`src/rtl/cnn_pkg.sv`:
```
// Shared constants for the cnn core and its frame loader: loader state encoding,
// model-select values and frame geometry.
package cnn_pkg;

  localparam logic [2:0] ST_IDLE  = 3'd0;
  localparam logic [2:0] ST_LOAD  = 3'd1;
  localparam logic [2:0] ST_START = 3'd2;
  localparam logic [2:0] ST_WAIT  = 3'd3;
  localparam logic [2:0] ST_OUT   = 3'd4;

  localparam logic MODE_NUMBER = 1'b1;
  localparam logic MODE_LETTER = 1'b0;

  localparam int N_WORDS_DEF     = 1024;
  localparam int ADDR_STRIDE_DEF = 4;

  // Byte address of activation word idx in the IF1 BRAM.
  function automatic logic [31:0] word_addr(input int unsigned idx, input int unsigned stride);
    return 32'(idx * stride);
  endfunction

endpackage

```
`src/rtl/cnn_frame_loader.sv`:
```
// Streams one input frame into the IF1 BRAM, kicks the cnn core and returns its class index.
// Optional watchdog on the cnn run: define LOADER_TIMEOUT_EN.
module cnn_frame_loader
  import cnn_pkg::*;
#(
  parameter int N_WORDS     = N_WORDS_DEF,
  parameter int ADDR_STRIDE = ADDR_STRIDE_DEF
`ifdef LOADER_TIMEOUT_EN
  , parameter int TIMEOUT   = 200000
`endif
) (
  input  logic        clk,
  input  logic        rst,
  input  logic        s_valid,
  output logic        s_ready,
  input  logic [31:0] s_data,
  input  logic        s_mode,
  output logic [31:0] BRAM_IF1_ADDR,
  output logic        BRAM_IF1_EN,
  output logic [3:0]  BRAM_IF1_WE,
  output logic [31:0] BRAM_IF1_DIN,
  output logic        cnn_start,
  output logic        cnn_mode,
  input  logic        cnn_done,
  input  logic [7:0]  cnn_result,
  output logic        m_valid,
  input  logic        m_ready,
  output logic [7:0]  m_result,
  output logic        busy,
  output logic        timeout
);

  localparam int CNT_W = $clog2(N_WORDS + 1);
  localparam logic [CNT_W-1:0] FULL_CNT = CNT_W'(N_WORDS);

  logic [2:0]       state;
  logic [CNT_W-1:0] word_cnt;
  logic             ready_en;
  logic             frame_full;
  logic             accept;
  logic             wd_expire;

  // ready_en keeps s_ready low while rst is held, even though state already reads IDLE.
  assign frame_full = (word_cnt == FULL_CNT);
  assign s_ready    = ready_en && ((state == ST_IDLE) || ((state == ST_LOAD) && !frame_full));
  assign accept     = s_valid && s_ready;
  assign busy       = (state != ST_IDLE);
  assign cnn_start  = (state == ST_START);

  // NOTE: all state below uses non-blocking assignments so every flop samples pre-edge values.
  always_ff @(posedge clk or posedge rst) begin
    if (rst) begin
      state         <= ST_IDLE;
      word_cnt      <= '0;
      ready_en      <= 1'b0;
      cnn_mode      <= MODE_LETTER;
      m_valid       <= 1'b0;
      m_result      <= '0;
      BRAM_IF1_ADDR <= '0;
      BRAM_IF1_EN   <= 1'b0;
      BRAM_IF1_WE   <= '0;
      BRAM_IF1_DIN  <= '0;
    end else begin
      ready_en    <= 1'b1;
      BRAM_IF1_EN <= accept;
      BRAM_IF1_WE <= accept ? 4'hF : 4'h0;
      if (accept) begin
        BRAM_IF1_ADDR <= word_addr(int'(word_cnt), ADDR_STRIDE);
        BRAM_IF1_DIN  <= s_data;
        word_cnt      <= word_cnt + CNT_W'(1);
      end

      case (state)
        ST_IDLE: begin
          if (accept) begin
            cnn_mode <= s_mode;
            state    <= ST_LOAD;
          end
        end
        // The final word is written during the cycle spent here with frame_full set,
        // so START follows the last BRAM write.
        ST_LOAD: begin
          if (frame_full) begin
            word_cnt <= '0;
            state    <= ST_START;
          end
        end
        ST_START: state <= ST_WAIT;
        ST_WAIT: begin
          if (cnn_done) begin
            m_result <= cnn_result;
            m_valid  <= 1'b1;
            state    <= ST_OUT;
          end else if (wd_expire) begin
            state <= ST_IDLE;
          end
        end
        ST_OUT: begin
          if (m_ready) begin
            m_valid <= 1'b0;
            state   <= ST_IDLE;
          end
        end
        default: state <= ST_IDLE;
      endcase
    end
  end

`ifdef LOADER_TIMEOUT_EN
  localparam int WD_W = $clog2(TIMEOUT + 1);

  logic [WD_W-1:0] wd_cnt;
  logic            timeout_q;

  // wd_cnt equals the number of cycles since the start pulse, so the abort
  // becomes visible exactly TIMEOUT cycles after start.
  assign wd_expire = (state == ST_WAIT) && !cnn_done && (wd_cnt == WD_W'(TIMEOUT - 1));
  assign timeout   = timeout_q;

  always_ff @(posedge clk or posedge rst) begin
    if (rst) begin
      wd_cnt    <= '0;
      timeout_q <= 1'b0;
    end else begin
      if (state == ST_START) begin
        wd_cnt <= WD_W'(1);
      end else if (state == ST_WAIT) begin
        wd_cnt <= wd_cnt + WD_W'(1);
      end
      if (wd_expire) begin
        timeout_q <= 1'b1;
      end
    end
  end
`else
  assign wd_expire = 1'b0;
  assign timeout   = 1'b0;
`endif

endmodule

```
`config.mk`:
```
export PLATFORM = sky130hd
export DESIGN_NAME = cnn_frame_loader
export DESIGN_NICKNAME = d
export VERILOG_FILES = /design/src/rtl/cnn_pkg.sv /design/src/rtl/cnn_frame_loader.sv
export SDC_FILE = /design/constraint.sdc
export NUM_CORES = 1
export LEC_CHECK = 0
export BUFFER_PORTS_ARGS = -buffer_cell sky130_fd_sc_hd__buf_4
export CAP_MARGIN = 20
export CORE_MARGIN = 1.5
export CORE_UTILIZATION = 52
export DETAILED_ROUTE_END_ITERATION = 12
export GPL_TIMING_DRIVEN = 0
export PLACE_DENSITY = 0.93
export SLEW_MARGIN = 20
export SYNTH_ARGS = -nofsm -noshare
export SYNTH_HDL_FRONTEND = slang
export SYNTH_SLANG_ARGS = --single-unit
```
`constraint.sdc`:
```
create_clock -name clk -period 3.3 [get_ports clk]
set_input_delay 0.66 -clock clk [delete_from_list [all_inputs] [get_ports clk]]
set_output_delay 0.66 -clock clk [all_outputs]
set_load 0.01 [all_outputs]
```
---- Word level (Yosys, flattened, before mapping) ----
Index checks and enable logic that the tools add are counted.
word-level totals
  word-level logic and storage cells ...... 44
  register bits ........................... 73
operators by class
  add/sub/neg operators ................... 1
  equal/unequal tests ..................... 9
  reduce and logical (&&, ||, !) cells .... 12
  multiplexer cells ....................... 12
operators with widths
  cell                                                 count
  2-to-1 mux 11 bit                                    3
  case mux 3 bit (5 select lines)                      1
  2-to-1 mux 3 bit                                     4
  adder 11 x 1 -> 11 bit, second input constant        1
  equality test 11 bit, second input constant          1
  inequality test 2 bit, second input constant         4
  equality test 3 x 2 -> 1 bit, second input constant  2
  2-to-1 mux 4 bit                                     1
  AND reduction 2 bit                                  2
  AND reduction 4 bit                                  1
  equality test 3 x 1 -> 1 bit, second input constant  1
  equality test 3 bit, second input constant           1
  logical AND 1 bit                                    3
  logical NOT 3 bit                                    1
  AND reduction 3 bit                                  1
  nonzero test 3 bit                                   1
  2-to-1 mux 1 bit                                     2
  case mux 1 bit (2 select lines)                      1
  nonzero test 2 bit                                   1
  logical NOT 1 bit                                    1
  logical OR 1 bit                                     1

---- Longest topological paths before layout ----
Gate-level depths: netlist of run 1.
  word-level depth ........................ 9
  gate-level depth with buffers ........... 7

---- Worst setup path after synthesis of run 1 ----
No wires, ideal clock.
  path kind ............................... reg-to-output
  from .................................... register word_cnt[5]
  to ...................................... output port s_ready
  slack ................................... 1.417 ns
  data arrival time ....................... 1.223 ns
  stages on the path, launching flop included .. 5
  required time ........................... 2.640 ns
  buffers on the path ..................... 1
  cells stage by stage .................... dfrtp_1 buf_2 nor4b_2 nand3_2 and3_1
between the ends
  word-level cells in the longest chain between the ends .. 5
ends and longest elaborated chain
  what                      line                    source
  start: declaration        cnn_frame_loader.sv:37  logic [CNT_W-1:0] word_cnt;
  start signal: assignment  cnn_frame_loader.sv:70  word_cnt <= word_cnt + CNT_W'(1);
  equality test 11 bit      cnn_frame_loader.sv:44  assign frame_full = (word_cnt == FULL_CNT);
  logical NOT 1 bit         cnn_frame_loader.sv:45  assign s_ready = ready_en && ((state == ST_IDLE) || ((state == ST_LOAD) && !frame_full));
  logical AND 1 bit         cnn_frame_loader.sv:45
  logical OR 1 bit          cnn_frame_loader.sv:45
  logical AND 1 bit         cnn_frame_loader.sv:45
  end: declaration          cnn_frame_loader.sv:15  output logic s_ready,
Every way passes these cells.

---- Worst setup path after layout of run 1 ----
  from .................................... register word_cnt[1]
  to ...................................... output port s_ready
The elaborated chain is that of the path after synthesis.

==> impl_metrics.tcl, run 1 <==
set metrics [dict create \
    path_buf_inv 2 \
    internal_power_mw 1.74 \
    maxCapViolations 0 \
    die_width_um 81.6 \
    post-cts-setup-buffers 0 \
    drive_gt1_frac 0.578 \
    switching_share 0.261 \
    io_buffers 106 \
    finalWorstSetupSlack_ns 0.832 \
    initial_core_util 0.539 \
    cts_resized 0 \
    cp.arrival_ns 1.81 \
    diodes 0 \
    final_hold_viol_count 0 \
    route.vias.total 2149 \
    ir_worst_vdd_mv 0.310 \
    yosysWarningCount 0 \
    core_sq_um 5960 \
    power_density_nw_per_um2 530 \
    grt_max_degree 48 \
    p_total_mw 2.35 \
    grt_pass1_vias 2062 \
    yosys.area.top_type "dfrtp_1" \
    p_leak_nw 2.37 \
    antenna_found_initial 0 \
    die-height_um 81.6 \
    finalCritPeriodShare 0.748 \
    synth_top_cell_area_share 0.538 \
    fmax_mhz 405 \
    slowest_stage "dfrtp_1" \
    viasPerCell 4.86 \
    io_pins 129 \
    setup_viol 0 \
    path_delay_family "simple AND/OR/NAND/NOR gates" \
    power_frac_comb 0.226 \
    syn_inst 223 \
    rows 28 \
    hold_buffers 0 \
    critical_path.cell_chain "inv_1 -> ha_1 -> and3b_1 -> nand3_2 -> and3_1 -> buf_4" \
    gp_congestion 0.821 \
    fin_skew_ns 0.0142 \
    rsz0062_at_grt "false" \
    clock_power_share 0.326 \
    dp_worst_setup_slack_ns 1.20 \
    area_delta_synth_final_pct 38.1 \
    drv_slew 0 \
    grt_overflow 0 \
    min_period_ns 2.47 \
    path_class "flip-flop to output port" \
    crit_path_end_kind "output port" \
    wl_per_cell_um 14.2 \
    multi_input_area_sq_um 1240 \
    fin_util 0.744 \
    clockBufferDepth 2 \
    clockRootBuffer "clkbuf_8" \
    layout.nets 410 \
    final_cells 442 \
    crit_fanout 6 \
    clock_latency_ns 0.34 \
    ff_latch_area_sq_um 1730 \
    startpoint_type "flip-flop" \
    p_seq_frac 0.448 \
    power_switching_mw 0.614 \
    dp_hpwl_um 4610 \
    ant_nets 0 \
    tns_ns 0 \
    dp.cells 426 \
    fillers 396 \
    drt_iter0_drc 66 \
    worst_ep_required_time_ns 2.64 \
    drt_drc_violations_left 0 \
    cts_htree_levels 3 \
    synth_area_leaders "dfrtp_1, mux2_4, buf_4" \
    cts.sinks 69 \
    grt_first_pass_wirelength_um 9480 \
    hold_path.class "primary input to asynchronous set/reset pin" \
    first_pass_iters 4 \
    routed_wl_um 6270 \
    grt.total_usage 0.193 \
    cpPeakStageDelay_ns 0.44 \
    seq_area_frac_synth 0.538 \
    cts_tree "built" \
    cts_buffers 9 \
    postSynthAreaPerCell_sq_um 14.4 \
    synth-seq-cells 69 \
    clk_pin_slew_ns 0.08 \
    status "complete, no violations" \
    netlist_area_sq_um 3210 \
    synth.distinct_cells 32 \
    die-area_sq_um 6650 \
]
cells by family after synthesis:
family	Yosys count	share of synthesized area
buffers and inverters	39	0.0986
multiplexers	52	0.227
other	2	0.00234
XOR/XNOR	8	0.0218
AND/OR/NAND/NOR	41	0.0846
AO/OA/AOI/OAI	10	0.0199
adder cells (fa/ha/maj)	2	0.00780
flip-flops	69	0.538
flip-flops by register name, summed over array words and instances, names as in the netlist:
signal         flops
BRAM_IF1_WE        1
word_cnt          11
m_valid            1
BRAM_IF1_ADDR     11
m_result           8
cnn_mode           1
ready_en           1
state              3
BRAM_IF1_DIN      32
Yosys cell counts:
master,count
dfrtp_1,69
mux2_4,38
buf_4,27
mux2_2,14
nand3_1,9
xnor2_1,7
and3_1,5
inv_1,5
nor2_1,5
buf_12,4
nand4_1,4
a21oi_1,3
and4_1,3
buf_2,3
nand2_1,3
o21ai_0,3
conb_1,2
ha_1,2
nor2b_1,2
nor4_1,2
o211ai_1,2
and3b_1,1
and4bb_1,1
nand2_8,1
nand3_2,1
nand3b_1,1
nor4b_1,1
nor4b_2,1
o211a_1,1
o41ai_1,1
or3_1,1
xor2_1,1
through the flow:
| stage | hold slack, ns | instance area [sq um] |
|---|---|---|
| after global routing | 0.291 | 4430 |
| final | 0.283 | 4430 |
| after CTS | 0.278 | 4430 |
| after floorplan | 0.479 | 3290 |
| after global placement | 0.490 | 4180 |
| after detailed placement | 0.494 | 4210 |
metal layers:
layer,vias up,track usage,part of all wire
li1,1011,-,-
met1,1052,0.230,0.41
met2,77,0.321,0.51
met3,9,0.0600,0.071
met4,0,0.0828,0.013
met5,-,0,0
power by group through the flow:
| stage | sequential (mW) | combinational, mW | clock (mW) |
|---|---|---|---|
| floorplan | 1.09 | 0.264 | 0 |
| global placement | 1.06 | 0.517 | 0 |
| detailed placement | 1.07 | 0.534 | 0 |
| CTS | 1.05 | 0.537 | 0.781 |
| global route | 1.07 | 0.572 | 0.824 |
| finish | 1.05 | 0.531 | 0.767 |
final timing paths:
kind                              from  slack (ns)          endpoint  depth (start not counted)
hold reg to reg               cnn_mode        0.51          cnn_mode                          1
hold / removal                     rst        0.28  BRAM_IF1_DIN[13]                          2
setup reg to reg           word_cnt[1]        1.43   BRAM_IF1_DIN[4]                          7
min in group clk               m_ready        0.50          state[2]                          2
setup / recovery           word_cnt[1]        0.83           s_ready                          6
max in group asynchronous          rst        2.49  BRAM_IF1_DIN[24]                          3
layout by cell type (no fill, tap or decap), types with 4 or more instances in the layout:
master	synthesis	final
mux2_4	38	38
inv_1	5	4
conb_1	2	23
buf_4	27	133
nor2_1	5	5
dfrtp_1	69	69
xnor2_1	7	7
clkbuf_8	0	10
mux2_2	14	14
nand3_1	9	9
buf_12	4	4
nand4_1	4	4
and3_1	5	5
layout make-up:
| cell class | count | share of cell area |
|---|---|---|
| Tap cell | 75 | 0.0212 |
| Buffer | 34 | 0.0672 |
| Sequential cell | 69 | 0.390 |
| Clock buffer | 11 | 0.0319 |
| Clock inverter | 5 | 0.0189 |
| Inverter | 5 | 0.00480 |
| Multi-Input combinational cell | 136 | 0.281 |
| Timing Repair Buffer | 107 | 0.186 |
Power figures use the tool's default switching activity.
==> inputs of run 2 (changes only) <==
--- a/config.mk
+++ b/config.mk
@@ -8,10 +8,10 @@
 export BUFFER_PORTS_ARGS = -buffer_cell sky130_fd_sc_hd__buf_4
 export CAP_MARGIN = 20
 export CORE_MARGIN = 1.5
-export CORE_UTILIZATION = 52
+export CORE_UTILIZATION = 48
 export DETAILED_ROUTE_END_ITERATION = 12
 export GPL_TIMING_DRIVEN = 0
-export PLACE_DENSITY = 0.93
+export PLACE_DENSITY = 0.87
 export SLEW_MARGIN = 20
 export SYNTH_ARGS = -nofsm -noshare
 export SYNTH_HDL_FRONTEND = slang
==> constraint.sdc (replaced) <==
create_clock -name clk -period 2.4 [get_ports clk]
set_input_delay 0.48 -clock clk [delete_from_list [all_inputs] [get_ports clk]]
set_output_delay 0.48 -clock clk [all_outputs]
set_load 0.01 [all_outputs]
==> impl_metrics.tcl, run 2 (same netlist as run 1, synthesis figures left out) <==
set metrics [dict create \
    grt_pass1_vias 2118 \
    cts_tree "built" \
    io_pins 129 \
    fin_skew_ns 0.00728 \
    violations "design-rule violations" \
    cts_buffers 9 \
    p_leak_nw 2.37 \
    wl_per_cell_um 14.1 \
    grt_overflow 0 \
    worst_ep_required_time_ns 1.92 \
    grt.total_usage 0.179 \
    slowest_stage "nor4b_2" \
    finalCritPeriodShare 0.944 \
    final_cell_mix "buf_4, dfrtp_1, mux2_4" \
    setup_viol 0 \
    cpPeakStageDelay_ns 0.39 \
    clk_pin_slew_ns 0.08 \
    dp.cells 428 \
    cts.sinks 69 \
    cp.arrival_ns 1.78 \
    drv_slew 0 \
    drt_iter0_drc 68 \
    maxCapViolations 0 \
    diodes 0 \
    ant_nets 0 \
    post-cts-setup-buffers 0 \
    routed_wl_um 6260 \
    crit_path_end_kind "output port" \
    clockRootBuffer "clkbuf_8" \
    startpoint_type "flip-flop" \
    gp_congestion 0.813 \
    die-height_um 84.8 \
    critical_path.cell_chain "buf_2 -> nor4b_2 -> nand3_4 -> and3_1 -> buf_4" \
    rows 29 \
    p_total_mw 3.31 \
    viasPerCell 4.83 \
    ir_worst_vdd_mv 0.402 \
    reg2reg_to "BRAM_IF1_DIN[15]" \
    layout.nets 410 \
    first_pass_iters 9 \
    power_density_nw_per_um2 744 \
    hold_path.class "primary input to asynchronous set/reset pin" \
    die-area_sq_um 7190 \
    grt_max_degree 42 \
    cts_htree_levels 3 \
    io_buffers 106 \
    fmax_mhz 442 \
    die_width_um 84.8 \
    initial_core_util 0.500 \
    final_hold_viol_count 0 \
    final_common_cell "buf_4" \
    route.vias.total 2144 \
    final_cells 444 \
    r2r_setup_slack_ns 0.55 \
    crit_fanout 8 \
    largest_reg_flops 32 \
    regMostFlops "BRAM_IF1_DIN" \
    tns_ns 0 \
    rsz0062_at_grt "false" \
    grt_first_pass_wirelength_um 10000 \
    top_regs "BRAM_IF1_DIN (32), BRAM_IF1_ADDR (11), word_cnt (11)" \
    ff2ff_path_depth 6 \
    min_period_ns 2.26 \
    drive_gt1_frac 0.580 \
    dp_hpwl_um 4630 \
    fin_util 0.694 \
    antenna_found_initial 0 \
    core_sq_um 6420 \
    clock_latency_ns 0.33 \
    clockBufferDepth 2 \
    area_delta_synth_final_pct 38.8 \
    path_class "flip-flop to output port" \
    status "finished with violations" \
    drt_drc_violations_left 12 \
    reg2reg_from "word_cnt[5]" \
]
[run 2: cell count changes in the layout (fill, tap and decap cells not counted)]
cell        change
bufinv_16       +1
clkinvlp_4      -1
clkbuf_8        -1
nand3_4         +1
buf_12          +1
nor4_1          -1
buf_16          -1
nand3_2         -1
clkinv_2        +1
nor4_2          +1
[run 2: final cells by class]
class / instances / area [sq um]
well taps: 77 / 96.3
flip-flops and latches: 69 / 1730
clock buffers: 10 / 128
clock inverters: 6 / 111
repair buffers: 107 / 816
plain buffers: 34 / 298
fillers: 483 / 1970
multi-input cells: 136 / 1260
inverters: 5 / 21.3
[run 2: routing by layer]
layer | track usage | up-vias | wire length [um]
met5 | 0 | - | 0
met4 | 0.0641 | 0 | 54
met3 | 0.0531 | 6 | 418
met2 | 0.298 | 82 | 3210
met1 | 0.223 | 1047 | 2570
li1 | - | 1009 | -
[run 2: critical path, delay by kind of cell, from the launching register on]
| kind | cells | cell delay, ns |
|---|---|---|
| buffers and inverters | 2 | 0.31 |
| and+or+nand+nor | 3 | 0.78 |
| DFF | 1 | 0.37 |
[run 2: timing repair]
action                     in CTS  in global routing
gates resized for setup         0                  2
setup endpoints to repair       0                  1
hold buffers                    0                  0
[run 2: how the worst max path moves through the flow]
stage / from / endpoint / slack [ns] / cells past startpoint
finish: word_cnt[5] / s_ready / 0.14 / 5
global route: word_cnt[5] / s_ready / 0.02 / 5
CTS: word_cnt[1] / s_ready / 0.07 / 6
detailed placement: word_cnt[1] / s_ready / 0.47 / 6
global placement: rst / BRAM_IF1_ADDR[8] / -0.62 / 2
floorplan: rst / BRAM_IF1_ADDR[10] / 0.18 / 1
[run 2: stage by stage]
stage                     hold WS (ns)  setup slack, ns  cell area [sq um]
after CTS                        0.126           0.0722               4440
after global placement           0.491           -0.618               4180
final                            0.122            0.135               4460
after global routing             0.131           0.0234               4460
after detailed placement         0.495            0.475               4200
after floorplan                  0.479            0.180               3290
[run 2: power breakdown]
| part | internal [mW] | switching [mW] | total [mW] |
|---|---|---|---|
| logic | 0.458 | 0.288 | 0.747 |
| clock network | 0.691 | 0.427 | 1.12 |
| registers | 1.32 | 0.130 | 1.45 |
| total | 2.47 | 0.846 | 3.31 |
==> inputs of run 3 (changes only) <==
--- a/config.mk
+++ b/config.mk
@@ -8,10 +8,10 @@
 export BUFFER_PORTS_ARGS = -buffer_cell sky130_fd_sc_hd__buf_4
 export CAP_MARGIN = 20
 export CORE_MARGIN = 1.5
-export CORE_UTILIZATION = 48
+export CORE_UTILIZATION = 25
 export DETAILED_ROUTE_END_ITERATION = 12
 export GPL_TIMING_DRIVEN = 0
-export PLACE_DENSITY = 0.87
+export PLACE_DENSITY = 0.55
 export SLEW_MARGIN = 20
 export SYNTH_ARGS = -nofsm -noshare
 export SYNTH_HDL_FRONTEND = slang
==> impl_metrics.tcl, run 3 (same netlist as run 1, synthesis figures left out) <==
set metrics [dict create \
    final_cell_mix "buf_4, dfrtp_1, mux2_4" \
    hold_path.class "primary input to asynchronous set/reset pin" \
    tns_ns 0 \
    gp_congestion 0.741 \
    route.vias.total 2116 \
    routed_wl_um 6620 \
    dp_hpwl_um 4750 \
    largest_reg_flops 32 \
    fin_area_sq_um 4680 \
    grt_first_pass_wirelength_um 9730 \
    cts_buffers 9 \
    drt_drc_violations_left 0 \
    maxCapViolations 0 \
    wl_per_cell_um 12.3 \
    clockBufferDepth 2 \
    cp.arrival_ns 1.82 \
    cts.sinks 69 \
    clk_pin_slew_ns 0.06 \
    die-height_um 116 \
    final_hold_viol_count 0 \
    use_met2 0.143 \
    setup_viol 0 \
    viasPerCell 3.93 \
    power_density_nw_per_um2 796 \
    layout.nets 410 \
    place_area_sq_um 4330 \
    regMostFlops "BRAM_IF1_DIN" \
    rsz0062_at_grt "false" \
    dp_worst_setup_slack_ns 0.454 \
    core_sq_um 12600 \
    startpoint_type "flip-flop" \
    post-cts-setup-buffers 0 \
    fmax_mhz 435 \
    grt_max_degree 44 \
    area_delta_synth_final_pct 45.7 \
    ant_nets 0 \
    first_pass_iters 4 \
    initial_core_util 0.255 \
    min_period_ns 2.30 \
    finalWorstSetupSlack_ns 0.0993 \
    drt_iter0_drc 98 \
    antenna_found_initial 0 \
    grt_util_met3 0.0431 \
    cts_tree "built" \
    clockRootBuffer "clkbuf_16" \
    diodes 0 \
    clock_latency_ns 0.34 \
    hold_buffers 0 \
    status "complete, no violations" \
    rows 41 \
    r2r_setup_slack_ns 0.52 \
    fin_skew_ns 0.00777 \
    crit_path_end_kind "output port" \
    cts_htree_levels 3 \
    path_class "flip-flop to output port" \
    grt.total_usage 0.0970 \
    grt_pass1_vias 1946 \
    fillers 1234 \
    drive_gt1_frac 0.578 \
    worst_ep_required_time_ns 1.92 \
    final_common_cell "buf_4" \
    ir_worst_vdd_mv 0.363 \
    crit_fanout 6 \
    die-area_sq_um 13500 \
    top_regs "BRAM_IF1_DIN (32), BRAM_IF1_ADDR (11), word_cnt (11)" \
    die_width_um 116 \
    cts_resized 0 \
    finalCritPeriodShare 0.959 \
    grtUsageMet1 0.120 \
    grt_overflow 0 \
    io_pins 129 \
    top_usage_layer "met2" \
    drv_slew 0 \
    io_buffers 106 \
    p_leak_nw 2.43 \
]
[run 3: cell types whose count changed in the layout (fill, tap and decap cells not counted), sizes merged]
cell | before | now
clkbuf | 10 | 12
clkinv | 2 | 1
clkinvlp | 1 | 0
[run 3: routing by layer]
| metal | wire length [um] | part of all wire |
|---|---|---|
| met5 | 0 | 0 |
| met4 | 132 | 0.020 |
| met1 | 2970 | 0.45 |
| met3 | 595 | 0.090 |
| met2 | 2920 | 0.44 |
[run 3: worst max-delay path, cell delays in order (launching register included)]
cell	delay (ns)
dfrtp_1	0.44
inv_1	0.10
ha_1	0.15
and3b_1	0.21
nand3_2	0.18
and3_1	0.26
buf_4	0.14
[run 3: final cells by class]
cell class	instances	area (sq um)	share of cell area
sequential	69	1730	0.369
multi-input combinational	136	1250	0.268
timing repair buffer	107	823	0.176
buffer	34	298	0.0637
clock buffer	12	246	0.0527
tap	172	215	0.0460
clock inverter	4	95.1	0.0203
inverter	5	21.3	0.00455
[run 3: where the power goes]
group	switching [mW]	leakage [nW]	internal, mW
clock network	0.488	0.167	1.04
registers	0.127	0.868	1.32
logic	0.285	1.39	0.460
[run 3: per-stage QoR]
step	hold slack, ns	cells	utilization	total power, mW
2_1_floorplan	0.479	244	-	1.87
3_3_place_gp	0.491	522	0.342	2.19
3_5_place_dp	0.493	523	0.344	2.21
4_1_cts	0.127	539	0.372	3.78
5_1_grt	0.141	539	0.372	3.91
6_report	0.126	539	0.372	3.72
[run 3: worst paths after layout]
kind	endpoint	start	cells past startpoint
min in group clk	state[2]	m_ready	2
setup / recovery	s_ready	word_cnt[1]	6
setup reg to reg	BRAM_IF1_DIN[3]	word_cnt[1]	7
max in group asynchronous	m_result[6]	rst	3
hold reg to reg	BRAM_IF1_DIN[5]	BRAM_IF1_DIN[5]	1
hold / removal	BRAM_IF1_DIN[8]	rst	2
